`src/rtl/uart_pkg.sv`:
```
// Shared UART definitions: shifter state encoding and bit-period computation,
// common to the transmitter and receiver.
package uart_pkg;

  localparam logic [1:0] ST_IDLE  = 2'd0;
  localparam logic [1:0] ST_START = 2'd1;
  localparam logic [1:0] ST_DATA  = 2'd2;
  localparam logic [1:0] ST_STOP  = 2'd3;

  // Integer truncation is intentional: the bit period is a whole number of clocks.
  function automatic int clks_per_bit(input int clk_hz, input int bit_rate);
    return clk_hz / bit_rate;
  endfunction

endpackage

```
`src/rtl/uart_baud_cnt.sv`:
```
// Per-bit cycle counter: counts 0..CLKS_PER_BIT-1 and wraps, pulsing bit_done
// on the last cycle of each bit period. restart holds it at zero.
module uart_baud_cnt
  import uart_pkg::*;
#(
  parameter int CLKS_PER_BIT = 1250
) (
  input  logic CLK,
  input  logic RST_N,
  input  logic restart,
  output logic bit_done
);

  localparam int CW = (CLKS_PER_BIT > 1) ? $clog2(CLKS_PER_BIT) : 1;
  localparam logic [CW-1:0] LAST = CW'(CLKS_PER_BIT - 1);

  logic [CW-1:0] cnt;

  // Gated by restart so a one-cycle bit period cannot fire while idle.
  assign bit_done = (cnt == LAST) && !restart;

  always_ff @(posedge CLK) begin
    if (!RST_N || restart || bit_done) begin
      cnt <= '0;
    end else begin
      cnt <= cnt + 1'b1;
    end
  end

endmodule

```
`src/rtl/uart_tx_cnt.sv`:
```
// UART transmitter (8N1/8N2) with a one-byte holding register and a
// VALID/READY byte interface; TX comes straight from a flop.
module uart_tx_cnt
  import uart_pkg::*;
#(
  parameter int BIT_RATE  = 9600,
  parameter int CLK_HZ    = 12_000_000,
  parameter int STOP_BITS = 1
) (
  input  logic       CLK,
  input  logic       RST_N,
  input  logic [7:0] DATA,
  input  logic       VALID,
  output logic       READY,
  output logic       TX,
  output logic       BUSY
);

  localparam int CLKS_PER_BIT = clks_per_bit(CLK_HZ, BIT_RATE);
  localparam logic [2:0] LAST_STOP = 3'(STOP_BITS - 1);

  logic [1:0] state;
  logic [2:0] bit_cnt;
  logic [7:0] hold_data;
  logic [7:0] shift;
  logic       hold_full;
  logic       tx_q;
  logic       bit_done;
  logic       accept;
  logic       frame_end;
  logic       load;
  logic       shift_en;

  // READY is masked while reset is asserted, never by VALID.
  assign READY     = RST_N & ~hold_full;
  assign accept    = VALID & READY;
  assign BUSY      = (state != ST_IDLE) | hold_full;
  assign TX        = tx_q;
  assign frame_end = (state == ST_STOP) && bit_done && (bit_cnt == LAST_STOP);
  assign load      = hold_full && ((state == ST_IDLE) || frame_end);
  assign shift_en  = bit_done && ((state == ST_START) || (state == ST_DATA));

  uart_baud_cnt #(
    .CLKS_PER_BIT(CLKS_PER_BIT)
  ) u_baud (
    .CLK     (CLK),
    .RST_N   (RST_N),
    .restart (state == ST_IDLE),
    .bit_done(bit_done)
  );

  always_ff @(posedge CLK) begin
    if (accept) hold_data <= DATA;
  end

  // shift[0] always holds the next data bit to put on the line.
  always_ff @(posedge CLK) begin
    if (load) begin
      shift <= hold_data;
    end else if (shift_en) begin
      shift <= {1'b0, shift[7:1]};
    end
  end

  always_ff @(posedge CLK) begin
    if (!RST_N) begin
      state     <= ST_IDLE;
      bit_cnt   <= 3'd0;
      hold_full <= 1'b0;
      tx_q      <= 1'b1;
    end else begin
      if (accept) hold_full <= 1'b1;
      case (state)
        ST_IDLE: begin
          if (hold_full) begin
            state     <= ST_START;
            hold_full <= 1'b0;
            tx_q      <= 1'b0;
            bit_cnt   <= 3'd0;
          end
        end
        ST_START: begin
          if (bit_done) begin
            state   <= ST_DATA;
            tx_q    <= shift[0];
            bit_cnt <= 3'd0;
          end
        end
        ST_DATA: begin
          if (bit_done) begin
            if (bit_cnt == 3'd7) begin
              state   <= ST_STOP;
              tx_q    <= 1'b1;
              bit_cnt <= 3'd0;
            end else begin
              tx_q    <= shift[0];
              bit_cnt <= bit_cnt + 3'd1;
            end
          end
        end
        default: begin
          // A waiting byte chains straight into the next start bit.
          if (frame_end) begin
            if (hold_full) begin
              state     <= ST_START;
              hold_full <= 1'b0;
              tx_q      <= 1'b0;
              bit_cnt   <= 3'd0;
            end else begin
              state <= ST_IDLE;
              tx_q  <= 1'b1;
            end
          end else if (bit_done) begin
            bit_cnt <= bit_cnt + 3'd1;
          end
        end
      endcase
    end
  end

endmodule

```
`config.mk`:
```
export PLATFORM = sky130hd
export DESIGN_NAME = uart_tx_cnt
export DESIGN_NICKNAME = d
export VERILOG_FILES = /design/src/rtl/uart_pkg.sv /design/src/rtl/uart_baud_cnt.sv /design/src/rtl/uart_tx_cnt.sv
export SDC_FILE = /design/constraint.sdc
export NUM_CORES = 1
export LEC_CHECK = 0
export BUFFER_PORTS_ARGS = -buffer_cell sky130_fd_sc_hd__clkbuf_2
export CAP_MARGIN = 5
export CORE_ASPECT_RATIO = 1.4
export CORE_UTILIZATION = 46
export CTS_BUF_LIST = sky130_fd_sc_hd__clkbuf_16
export DETAILED_ROUTE_END_ITERATION = 6
export PLACE_DENSITY = 0.72
export REMOVE_ABC_BUFFERS = 1
export SLEW_MARGIN = 15
export SYNTH_ARGS = -nofsm -noshare
export SYNTH_HDL_FRONTEND = slang
export SYNTH_HIERARCHICAL = 1
export SYNTH_SLANG_ARGS = --single-unit
```
`constraint.sdc`:
```
create_clock -name CLK -period 2.3 [get_ports CLK]
set_input_delay 0.69 -clock CLK [delete_from_list [all_inputs] [get_ports CLK]]
set_output_delay 0.69 -clock CLK [all_outputs]
set_load 0.03 [all_outputs]
```
; ---- Word-level counts from Yosys, hierarchy flattened
; Cells that the tools add are included.
[classes]
eq_ne = 9
n_mux = 27
bitwise = 4
n_addsub = 2
n_reduce_logical = 21
[ops]
columns = op, count
row1 = 2-to-1 mux 3 bit, 6
row2 = 2-to-1 mux 8 bit, 2
row3 = "adder 11 x 1 -> 11 bit, second input constant", 1
row4 = "== test 11 bit, second input constant", 1
row5 = 2-to-1 mux 1 bit, 10
row6 = 2-to-1 mux 2 bit, 5
row7 = case mux 3 bit (3 select lines), 1
row8 = "!= test 2 bit, second input constant", 3
row9 = case mux 2 bit (3 select lines), 1
row10 = logical AND 1 bit, 5
row11 = AND reduction 5 bit, 1
row12 = "== test 2 bit, second input constant", 2
row13 = logical OR 1 bit, 4
row14 = AND reduction 4 bit, 1
row15 = nonzero test 2 bit, 2
row16 = nonzero test 4 bit, 1
row17 = "adder 3 x 1 -> 3 bit, second input constant", 1
row18 = "== test 3 bit, second input constant", 1
row19 = logical NOT 3 bit, 1
row20 = case mux 1 bit (3 select lines), 1
row21 = AND reduction 3 bit, 1
row22 = nonzero test 3 bit, 1
row23 = AND 1 bit, 2
row24 = "== test 2 x 1 -> 1 bit, second input constant", 1
row25 = other kinds (7), 8
[totals]
wordCells = 70
output_inout_bits = 3
regBits = 34
input_bits = 11

; ---- Logic depth before layout (Yosys ltp)
; Gate-level depths: netlist (run 1).
[depth]
ltp_word = 8
depth_mapped = 9
ltp_nobuf = 8

; ---- Modules after synthesis
; Netlist (run 1), hierarchy kept.
[modules_own_cells]
columns = module, area_per_inst_um2, seq_area_each_um2, n_inst, cells_per_inst
row1 = uart_tx_cnt, 1108.6, 620.6, 1, 91
row2 = uart_baud_cnt, 513.0, 220.2, 1, 56

; ---- Least setup slack after synthesis (run 1)
; Ideal clock, no wire load.
[synth_timing]
kind = reg-to-reg
from = register state[0]
to = register shift[0] (enable)
stages_incl_launch_ff = 8
period_less_slack_ns = 2.257
n_path_buf = 1
slack_ns = 0.043
arrival_ns = 1.928
setup_time_ns = 0.329
required_ns = 1.971
cell_sequence = dfxtp_1 -> inv_1 -> ha_1 -> nor4_1 -> and4b_1 -> buf_2 -> o21ai_4 -> nand2_1
[synth_between]
elab_chain_len = 8
elab_cells_between_ends = 13
classes_between = eq/ne: 3 / reduce/logical: 10
[synth_lines]
columns = item, line
row1 = start: declaration, uart_tx_cnt.sv:22  ; logic [1:0] state;
row2 = start signal: assignment, uart_tx_cnt.sv:67  ; state <= ST_IDLE;
row3 = start signal: assignment, uart_tx_cnt.sv:76  ; state <= ST_START;
row4 = start signal: assignment, uart_tx_cnt.sv:84  ; state <= ST_DATA;
row5 = logical NOT 2 bit *, uart_tx_cnt.sv:48  ; .restart (state == ST_IDLE),
row6 = logical NOT 1 bit *, uart_baud_cnt.sv:20  ; assign bit_done = (cnt == LAST) && !restart;
row7 = logical AND 1 bit *, uart_baud_cnt.sv:20
row8 = net bit_done, uart_tx_cnt.sv:28  ; logic bit_done;
row9 = logical AND 1 bit (2 in series), uart_tx_cnt.sv:39  ; assign frame_end = (state == ST_STOP) && bit_done && (bit_cnt == LAST_STOP);
row10 = logical OR 1 bit, uart_tx_cnt.sv:40  ; assign load = hold_full && ((state == ST_IDLE) || frame_end);
row11 = logical AND 1 bit, uart_tx_cnt.sv:40
row12 = nonzero test 2 bit (no line) *, -
row13 = end signal: assignment, uart_tx_cnt.sv:59  ; shift <= hold_data;
row14 = end signal: assignment, uart_tx_cnt.sv:61  ; shift <= {1'b0, shift[7:1]};
row15 = end: declaration, uart_tx_cnt.sv:25  ; logic [7:0] shift;
; Mark *: on every way through the listed nets, which the timed path passes. The rest lies on a longest branch.
; A chain may end at the register's enable or synchronous reset.

; ---- Final worst setup path (run 1)
[layout_timing]
from = register state[0]
to = output port BUSY
[layout_between]
elab_chain_len = 2
[layout_lines]
columns = item, line
row1 = nonzero test 2 bit, uart_tx_cnt.sv:37  ; assign BUSY = (state != ST_IDLE) | hold_full;
row2 = bitwise OR 1 bit, uart_tx_cnt.sv:37
row3 = end: declaration, uart_tx_cnt.sv:16  ; output logic BUSY
; No other way between the ends.

==> run metrics, run 1 <==
area of the multi-input gates=727 um2; critical path capture point=BUSY; drt pass-1 iters=4; Final min period=2.18 ns; Post-Syn Area=1620 um2; reg-to-reg critical path endpoint=TX$_SDFFE_PN1P_; ys async rst share=0; sequential element share of the synthesized area=0.519; cell total after placement=202; crit path from=state[0]$_SDFFE_PN0P_; CTS buffer count=5; die area=3770 um2; warnings from Yosys=6; Reg clk slew, reported paths=0.05 ns; top_reg_cell synth=dfxtp_1; share of layout cells above drive strength 1=0.229; fin crit share=0.949; type of the most critical hold path=reg -> reg; initial core utilization=0.480; Worst R2R Setup Slack=0.21 ns; die span in x=52.2 um; final hold violations=0; fillers=268; Setup Crit Path Kind=reg -> out; WHS=0.481 ns; per-cell routed wire length=14.6 um; vias after detailed routing=1190; Req. time, crit path=1.61 ns; area occupied by registers=841 um2; Non-Filler Instances=210; Buf/Inv on CP=3; Max Slew Vio Count=0; worst slew pin tran=0.462 ns; crit end category=output port; Max Fclk=0.458 GHz; vias in the first global route=1075; Tot Pwr=2.04 mW; DRC=0; number of placement rows=25; Worst R2R Path Depth=8; clk_lat worst skew=0.27 ns; critical path cell sequence=inv_1, ha_1, buf_4, nand2b_1, clkbuf_4; first-pass GRT wire length=4780 um; Mapped Cells=147; Nets=190; Max Root-Sink Buffers=2; Port Buffers=13; FF+latch count, synth=34; die height=72.3 um; WP data arrival=1.49 ns; Leak Pwr=0.736 nW; htree depth=2; MaxCap Viol Count=0; initial antenna violation count=0; # diodes=0; gp weighted congestion=0.828; final setup fails=0; post-synth cell types=43; post-cts hold buffer count=0; placed standard-cell area=1760 um2; # IOs=14; DR vias/cell=5.67; Setup crit start kind=register; core footprint=3380 um2; clock tree from TritonCTS=done; Layout area overhead=20.5%; Worst Slack Setup Final=0.118 ns; Sinks on Clock Net=34; Syn Area/Cell=11.0 um2; Max IR drop VDD=0.523 mV; slowest CP cell=dfxtp_1; status=finished, final reports clean; CP top delay family=buffers and inverters; worst rel slew slack=0.692; Overall Global Routing Usage=0.175; Overflow after GRT=0; peak per-stage delay on the critical path=0.39 ns; Post-synth EDFFs=16; WP depth=5; fin area=1950 um2; DR iter-0 viols=32; largest net degree at the start of global routing=13; Clock Tree Root=clkbuf_16; P per Cell Area=1050 nW/um2; detailed placement HPWL=2250 um; CP max FO=7; Routed Wire Length=3070 um; Final Skew=0.00424 ns; worst reg2reg startpoint=state[0]$_SDFFE_PN0P_; dpl ws=0.205 ns; Routed Antenna Nets=0
cells by family (layout without fill, tap and decap cells):
| family | after synthesis | count (layout) | synth area share |
|---|---|---|---|
| buffers and inverters | 13 | 36 | 0.0332 |
| muxes | 8 | 8 | 0.0548 |
| AOI/OAI and AO/OA | 33 | 33 | 0.139 |
| adders and majority gates | 10 | 10 | 0.0772 |
| and+or+nand+nor | 46 | 46 | 0.161 |
| DFF | 34 | 34 | 0.519 |
| xor gates and xnor gates | 3 | 3 | 0.0162 |
timing repair:
action / CTS / global route
resized for setup: 0 / 2
endpoints found under the setup margin: 0 / 1
hold endpoints to repair: 0 / 0
buffers inserted: 0 / 0
flip-flops by register name, indices dropped and copies added (netlist names):
name / count
u_baud/cnt: 11
shift: 8
TX: 1
hold_data: 8
bit_cnt: 3
hold_full: 1
state: 2
how the worst min path moves through the flow:
stage	end	start	cells past startpoint	slack [ns]
2_1_floorplan	u_baud/cnt[0]$_SDFF_PP0_	u_baud/cnt[0]$_SDFF_PP0_	1	0.44
3_3_place_gp	u_baud/cnt[0]$_SDFF_PP0_	u_baud/cnt[0]$_SDFF_PP0_	1	0.46
3_5_place_dp	u_baud/cnt[0]$_SDFF_PP0_	u_baud/cnt[0]$_SDFF_PP0_	1	0.47
4_1_cts	u_baud/cnt[0]$_SDFF_PP0_	u_baud/cnt[0]$_SDFF_PP0_	1	0.48
5_1_grt	u_baud/cnt[10]$_SDFF_PP0_	u_baud/cnt[10]$_SDFF_PP0_	2	0.49
6_report	u_baud/cnt[0]$_SDFF_PP0_	u_baud/cnt[0]$_SDFF_PP0_	1	0.48
Yosys cell counts, types with 2 or more instances:
cell type / n / area, um2
inv_1: 10 / 37.5
nand3_1: 4 / 20.0
ha_1: 10 / 125
nor2b_1: 2 / 12.5
or3_1: 5 / 31.3
dfxtp_1: 18 / 360
o211ai_1: 2 / 15.0
nand4_1: 2 / 12.5
mux2_2: 7 / 78.8
or4_1: 3 / 22.5
nand2_1: 7 / 26.3
nor3_1: 3 / 15.0
o21ai_0: 5 / 25.0
a21oi_1: 12 / 60.1
edfxtp_1: 16 / 480
o31ai_1: 4 / 30.0
nor2_1: 10 / 37.5
xor2_1: 2 / 17.5
worst register-to-register path, cell delays in order (launching register included):
cell and delay [ns]:
dfxtp_1 0.39, inv_1 0.09, ha_1 0.21, nor4_1 0.35
and4b_1 0.31, buf_4 0.17, o211ai_1 0.12, nor3_1 0.22
o21ai_0 0.11
cell usage in the layout (no fill, tap or decap), drive strengths merged, types with 2 or more instances in the layout:
| cell | instances |
|---|---|
| a21oi | 13 |
| buf | 5 |
| bufinv | 2 |
| clkbuf | 18 |
| dfxtp | 18 |
| edfxtp | 16 |
| ha | 10 |
| inv | 10 |
| mux2 | 7 |
| nand2 | 7 |
| nand3 | 5 |
| nand4 | 3 |
| nor2 | 10 |
| nor2b | 2 |
| nor3 | 3 |
| o211ai | 2 |
| o21ai | 6 |
| o31ai | 4 |
| or3 | 5 |
| or4 | 3 |
| xor2 | 2 |
cell type report:
cell class,count,share of cell area
clock buffers,5,0.0640
inverters,10,0.0192
well taps,40,0.0256
repair buffers,18,0.0538
flip-flops and latches,34,0.430
clock inverters,3,0.0352
multi-input cells,100,0.372
per-layer routing:
layer,up-vias,share of wire,GRT usage
met5,-,0,0
met4,0,0.013,0.0789
met3,4,0.040,0.0545
met2,28,0.52,0.295
met1,564,0.43,0.198
li1,594,-,-
power by group:
group          internal [mW]  switching (mW)
clock                  0.622           0.237
combinational          0.176           0.257
sequential             0.711          0.0397
through the flow:
step | utilization | setup TNS (ns)
after floorplan | - | 0
after global placement | 0.520 | 0
after detailed placement | 0.520 | 0
after CTS | 0.578 | 0
after global routing | 0.579 | -0.00375
final | 0.579 | 0
Note: power is estimated with default switching activity, not from simulation.
==> run 2, diff against run 1 <==
--- a/config.mk
+++ b/config.mk
@@ -7,7 +7,7 @@
 export LEC_CHECK = 0
 export BUFFER_PORTS_ARGS = -buffer_cell sky130_fd_sc_hd__clkbuf_2
 export CAP_MARGIN = 5
-export CORE_ASPECT_RATIO = 1.4
+export CORE_ASPECT_RATIO = 1.75
 export CORE_UTILIZATION = 46
 export CTS_BUF_LIST = sky130_fd_sc_hd__clkbuf_16
 export DETAILED_ROUTE_END_ITERATION = 6
==> run metrics, run 2 (synthesis results as in run 1) <==
status=finished, final reports clean; min-delay src=u_baud/cnt[0]$_SDFF_PP0_; critical path cell sequence=inv_1, ha_1, buf_4, nand2b_1, clkbuf_4; DR vias/cell=5.58 (-1.5%); Biggest register=u_baud/cnt; htree depth=2 (unchanged); cell total after placement=205 (+1.5%); placed standard-cell area=1750 um2 (-0.50%); largest net degree at the start of global routing=12 (-1); Final Skew=0.00567 ns (+0.00143 ns); final hold violations=0 (unchanged); Non-Filler Instances=213 (+1.4%); fin crit share=0.949 (about the same); Leak Pwr=0.717 nW (-2.6%); slowest CP cell=dfxtp_1; vias in the first global route=1188 (+11%); Worst Slack Setup Final=0.116 ns (-0.00157 ns); die height=80.5 um (+11%); vias after detailed routing=1189 (-0.084%); CP max FO=7 (unchanged); type of the most critical hold path=reg -> reg; # IOs=14 (unchanged); Sinks on Clock Net=34 (unchanged); number of placement rows=28 (+12%); CTS buffer count=5 (unchanged); DRC=0 (unchanged); crit path from=state[1]$_SDFFE_PN0P_; die span in x=46.9 um (-10%); hold path depth=1 (unchanged); Port Buffers=13 (unchanged); Final min period=2.18 ns (+0.00157 ns); max reg flops=11 (unchanged); core footprint=3360 um2 (-0.44%); clock tree from TritonCTS=done; Worst R2R Path Depth=5 (-3); Clock Tree Root=clkbuf_16; Max Slew Vio Count=0 (unchanged); commonest non-fill, non-tap cell in the layout=dfxtp_1; CP top delay family=buffers and inverters; clk_lat worst skew=0.28 ns (about the same); peak per-stage delay on the critical path=0.38 ns (about the same); Reg clk slew, reported paths=0.05 ns (about the same); Routed Antenna Nets=0 (unchanged); MaxCap Viol Count=0 (unchanged); Max Fclk=0.458 GHz (about the same); # diodes=0 (unchanged); Setup TNS=0 ns (unchanged); worst slew pin tran=0.784 ns (+0.322 ns); initial antenna violation count=0 (unchanged); DR iter-0 viols=20 (-38%); Regs by FF count=u_baud/cnt: 11 flops, hold_data: 8 flops, shift: 8 flops; Layout area overhead=18.3%; Setup Crit Path Kind=reg -> out; WP data arrival=1.49 ns (about the same); Overall Global Routing Usage=0.198 (+0.0227); Setup crit start kind=register; detailed placement HPWL=2380 um (+6.1%); Req. time, crit path=1.61 ns (about the same); first-pass GRT wire length=5140 um (+7.5%); worst rel slew slack=0.476 (-0.216); initial core utilization=0.482 (+0.00214); gp weighted congestion=0.895 (+8.1%); Overflow after GRT=0 (unchanged); Nets=188 (-1.1%); fin area=1920 um2 (-1.9%); share of layout cells above drive strength 1=0.226 (-0.00322); Max IR drop VDD=0.545 mV (+4.3%); Post-CTS Setup Inserts=0 (unchanged); per-cell routed wire length=15.0 um (+2.5%); most frequent cells in the layout=dfxtp_1 (17), edfxtp_1 (16), a21oi_1 (12), clkbuf_2 (12); Max Root-Sink Buffers=2 (unchanged); worst reg2reg startpoint=u_baud/cnt[2]$_SDFF_PP0_; Tot Pwr=1.92 mW (-5.8%); dpl ws=0.175 ns (-0.0299 ns); crit end category=output port; Buf/Inv on CP=3 (unchanged); WP depth=5 (unchanged); RSZ-0062 raised after global routing=no; final setup fails=0 (unchanged); die area=3780 um2 (+0.15%); P per Cell Area=1000 nW/um2 (-4.0%); Routed Wire Length=3200 um (+4.0%); drt pass-1 iters=4 (unchanged)
run 2: changes by cell type in the layout (fill, tap and decap cells not counted), sizes merged:
cell | previous run | this run
buf | 5 | 3
bufinv | 2 | 1
clkinv | 1 | 2
run 2: final timing paths:
kind	end	slack [ns]
setup reg to reg	shift[6]$_DFFE_PP_	0.20
hold / removal	u_baud/cnt[0]$_SDFF_PP0_	0.49
hold reg to reg	u_baud/cnt[0]$_SDFF_PP0_	0.49
setup / recovery	BUSY	0.12
run 2: per-stage QoR:
stage,hold slack [ns],util
6_report,0.485,0.570
5_1_grt,0.500,0.570
2_1_floorplan,0.445,-
3_3_place_gp,0.460,0.520
4_1_cts,0.483,0.569
3_5_place_dp,0.476,0.520
run 2: what timing repair did:
action,CTS,global route
endpoints found under the setup margin,0,1
hold buffers,0,0
gates resized for setup,0,3
run 2: report_power, final:
group          internal (mW)  switching, mW
logic                  0.172          0.261
registers              0.713         0.0394
clock network          0.506          0.233
run 2: layout make-up:
cell class              count  area [um2]
fillers                   297        1450
flip-flops and latches     34         842
multi-input cells         100         727
clock buffers               5         125
repair buffers             16        90.1
well taps                  45        56.3
clock inverters             3        40.0
inverters                  10        37.5
run 2: metal layers:
metal  vias to the layer above  GRT usage  share of wire  routed length (um)
met5                         -          0              0                   0
met4                         0      0.149          0.040                 128
met2                        33      0.333           0.55                1760
li1                        580          -              -                   -
met1                       566      0.189           0.37                1180
met3                        10     0.0539          0.040                 128
run 2: worst reg2reg max path, stage by stage (launching register included):
cell	delay, ns
dfxtp_1	0.37
or3_1	0.41
nor4_1	0.26
and4b_1	0.33
o21ai_4	0.12
nand2_1	0.28
==> run 3, diff against run 2 <==
--- a/config.mk
+++ b/config.mk
@@ -8,10 +8,10 @@
 export BUFFER_PORTS_ARGS = -buffer_cell sky130_fd_sc_hd__clkbuf_2
 export CAP_MARGIN = 5
 export CORE_ASPECT_RATIO = 1.75
-export CORE_UTILIZATION = 46
+export CORE_UTILIZATION = 40
 export CTS_BUF_LIST = sky130_fd_sc_hd__clkbuf_16
 export DETAILED_ROUTE_END_ITERATION = 6
-export PLACE_DENSITY = 0.72
+export PLACE_DENSITY = 0.64
 export REMOVE_ABC_BUFFERS = 1
 export SLEW_MARGIN = 15
 export SYNTH_ARGS = -nofsm -noshare
==> constraint.sdc (replaced) <==
create_clock -name CLK -period 2.3 [get_ports CLK]
set_input_delay 0.345 -clock CLK [delete_from_list [all_inputs] [get_ports CLK]]
set_output_delay 0.345 -clock CLK [all_outputs]
set_load 0.03 [all_outputs]
==> run metrics, run 3 (synthesis results as in run 1) <==
drt pass-1 iters=6 (+2); Setup crit start kind=register; Sinks on Clock Net=34 (unchanged); type of the most critical hold path=in -> reg; Post-CTS Setup Inserts=0 (unchanged); largest net degree at the start of global routing=13 (+1); fin crit share=0.905 (-0.0441); CTS buffer count=5 (unchanged); initial core utilization=0.419 (-0.0627); # IOs=14 (unchanged); Setup TNS=0 ns (unchanged); Max IR drop VDD=0.517 mV (-5.1%); Overflow after GRT=0 (unchanged); htree depth=2 (unchanged); Routed Antenna Nets=0 (unchanged); share of layout cells above drive strength 1=0.231 (+0.00458); Port Buffers=13 (unchanged); Req. time, crit path=2.45 ns (+0.84 ns); die span in x=50.1 um (+6.9%); RSZ-0062 raised after global routing=no; Layout area overhead=20.7%; CP max FO=5 (-2); Clock Tree Root=clkbuf_16; worst rel slew slack=0.700 (+0.223); final setup fails=0 (unchanged); commonest non-fill, non-tap cell in the layout=dfxtp_1; first-pass GRT wire length=5810 um (+13%); Leak Pwr=0.730 nW (+1.9%); die area=4320 um2 (+14%); Reg clk slew, reported paths=0.06 ns (about the same); detailed placement HPWL=2480 um (+3.8%); most frequent cells in the layout=dfxtp_1 (18), edfxtp_1 (16), clkbuf_2 (13); fillers=364 (+23%); final hold violations=0 (unchanged); gp weighted congestion=0.935 (+4.4%); Non-Filler Instances=217 (+1.9%); per-cell routed wire length=15.4 um (+2.9%); Final Skew=0.00564 ns (-0.0000282 ns); Max Fclk=0.480 GHz (+4.9%); Final min period=2.08 ns (-0.101 ns); DR vias/cell=5.36 (-4.0%); die height=86.2 um (+7.1%); DR iter-0 viols=28 (+40%); P per Cell Area=1050 nW/um2 (+4.6%); Max Root-Sink Buffers=2 (unchanged); cell total after placement=209 (+2.0%); clock tree from TritonCTS=done; Overall Global Routing Usage=0.183 (-0.0142); worst slew pin tran=0.450 ns (-0.334 ns); # diodes=0 (unchanged); initial antenna violation count=0 (unchanged); Routed Wire Length=3350 um (+4.9%); vias in the first global route=1273 (+7.2%); DRC=0 (unchanged); WP data arrival=2.24 ns (+0.75 ns); Max Slew Vio Count=0 (unchanged); max reg flops=11 (unchanged); vias after detailed routing=1163 (-2.2%); Regs by FF count=u_baud/cnt: 11 flops, hold_data: 8 flops, shift: 8 flops; Setup Crit Path Kind=reg -> reg; status=finished, final reports clean; MaxCap Viol Count=0 (unchanged); number of placement rows=30 (+7.1%); Tot Pwr=2.05 mW (+6.7%); crit end category=register; clk_lat worst skew=0.28 ns (about the same); Nets=189 (+0.53%); core footprint=3870 um2 (+15%); Biggest register=u_baud/cnt
## run 3: power by group
group | leakage (nW) | internal (mW) | total (mW) | switching (mW)
combinational | 0.343 | 0.172 | 0.431 | 0.260
sequential | 0.293 | 0.711 | 0.750 | 0.0391
clock | 0.0940 | 0.622 | 0.872 | 0.250
## run 3: worst max-delay path, stage by stage, from the launching register on
cell and delay, ns:
dfxtp_1 0.39, inv_1 0.09, ha_1 0.22, nor4_1 0.37, and4b_1 0.32, buf_4 0.16, o211ai_1 0.11, nor3_1 0.20
o21ai_0 0.11
## run 3: worst paths after layout
path	from	end	slack [ns]	cells after the start
setup reg to reg	state[0]$_SDFFE_PN0P_	TX$_SDFFE_PN1P_	0.22	8
setup / recovery	state[0]$_SDFFE_PN0P_	TX$_SDFFE_PN1P_	0.22	8
hold / removal	DATA[4]	hold_data[4]$_DFFE_PP_	0.24	1
hold reg to reg	bit_cnt[1]$_SDFFE_PN0P_	bit_cnt[1]$_SDFFE_PN0P_	0.48	2
## run 3: stage by stage
stage	hold slack, ns	area, um2	util	setup slack [ns]
2_1_floorplan	0.421	1610	-	0.0308
3_3_place_gp	0.461	1760	0.455	0.263
3_5_place_dp	0.475	1760	0.455	0.156
4_1_cts	0.236	1950	0.506	0.149
5_1_grt	0.238	1960	0.506	0.0235
6_report	0.238	1960	0.506	0.218
## run 3: layout make-up
class / instances / area [um2] / share of cell area
clock buffers: 5 / 125 / 0.0639
well taps: 48 / 60.1 / 0.0307
multi-input cells: 100 / 729 / 0.373
flip-flops and latches: 34 / 841 / 0.430
clock inverters: 3 / 68.8 / 0.0352
inverters: 10 / 37.5 / 0.0192
repair buffers: 17 / 95.1 / 0.0486
## run 3: metal layers
metal  GRT usage  share of wire
met1       0.186           0.39
met2       0.333           0.54
met3      0.0386          0.029
met4       0.106          0.032
met5           0              0
## run 3: timing repair
| action | in CTS | in global routing |
|---|---|---|
| gates resized for setup | 0 | 1 |
| setup endpoints to repair | 0 | 8 |
| hold buffers | 0 | 0 |
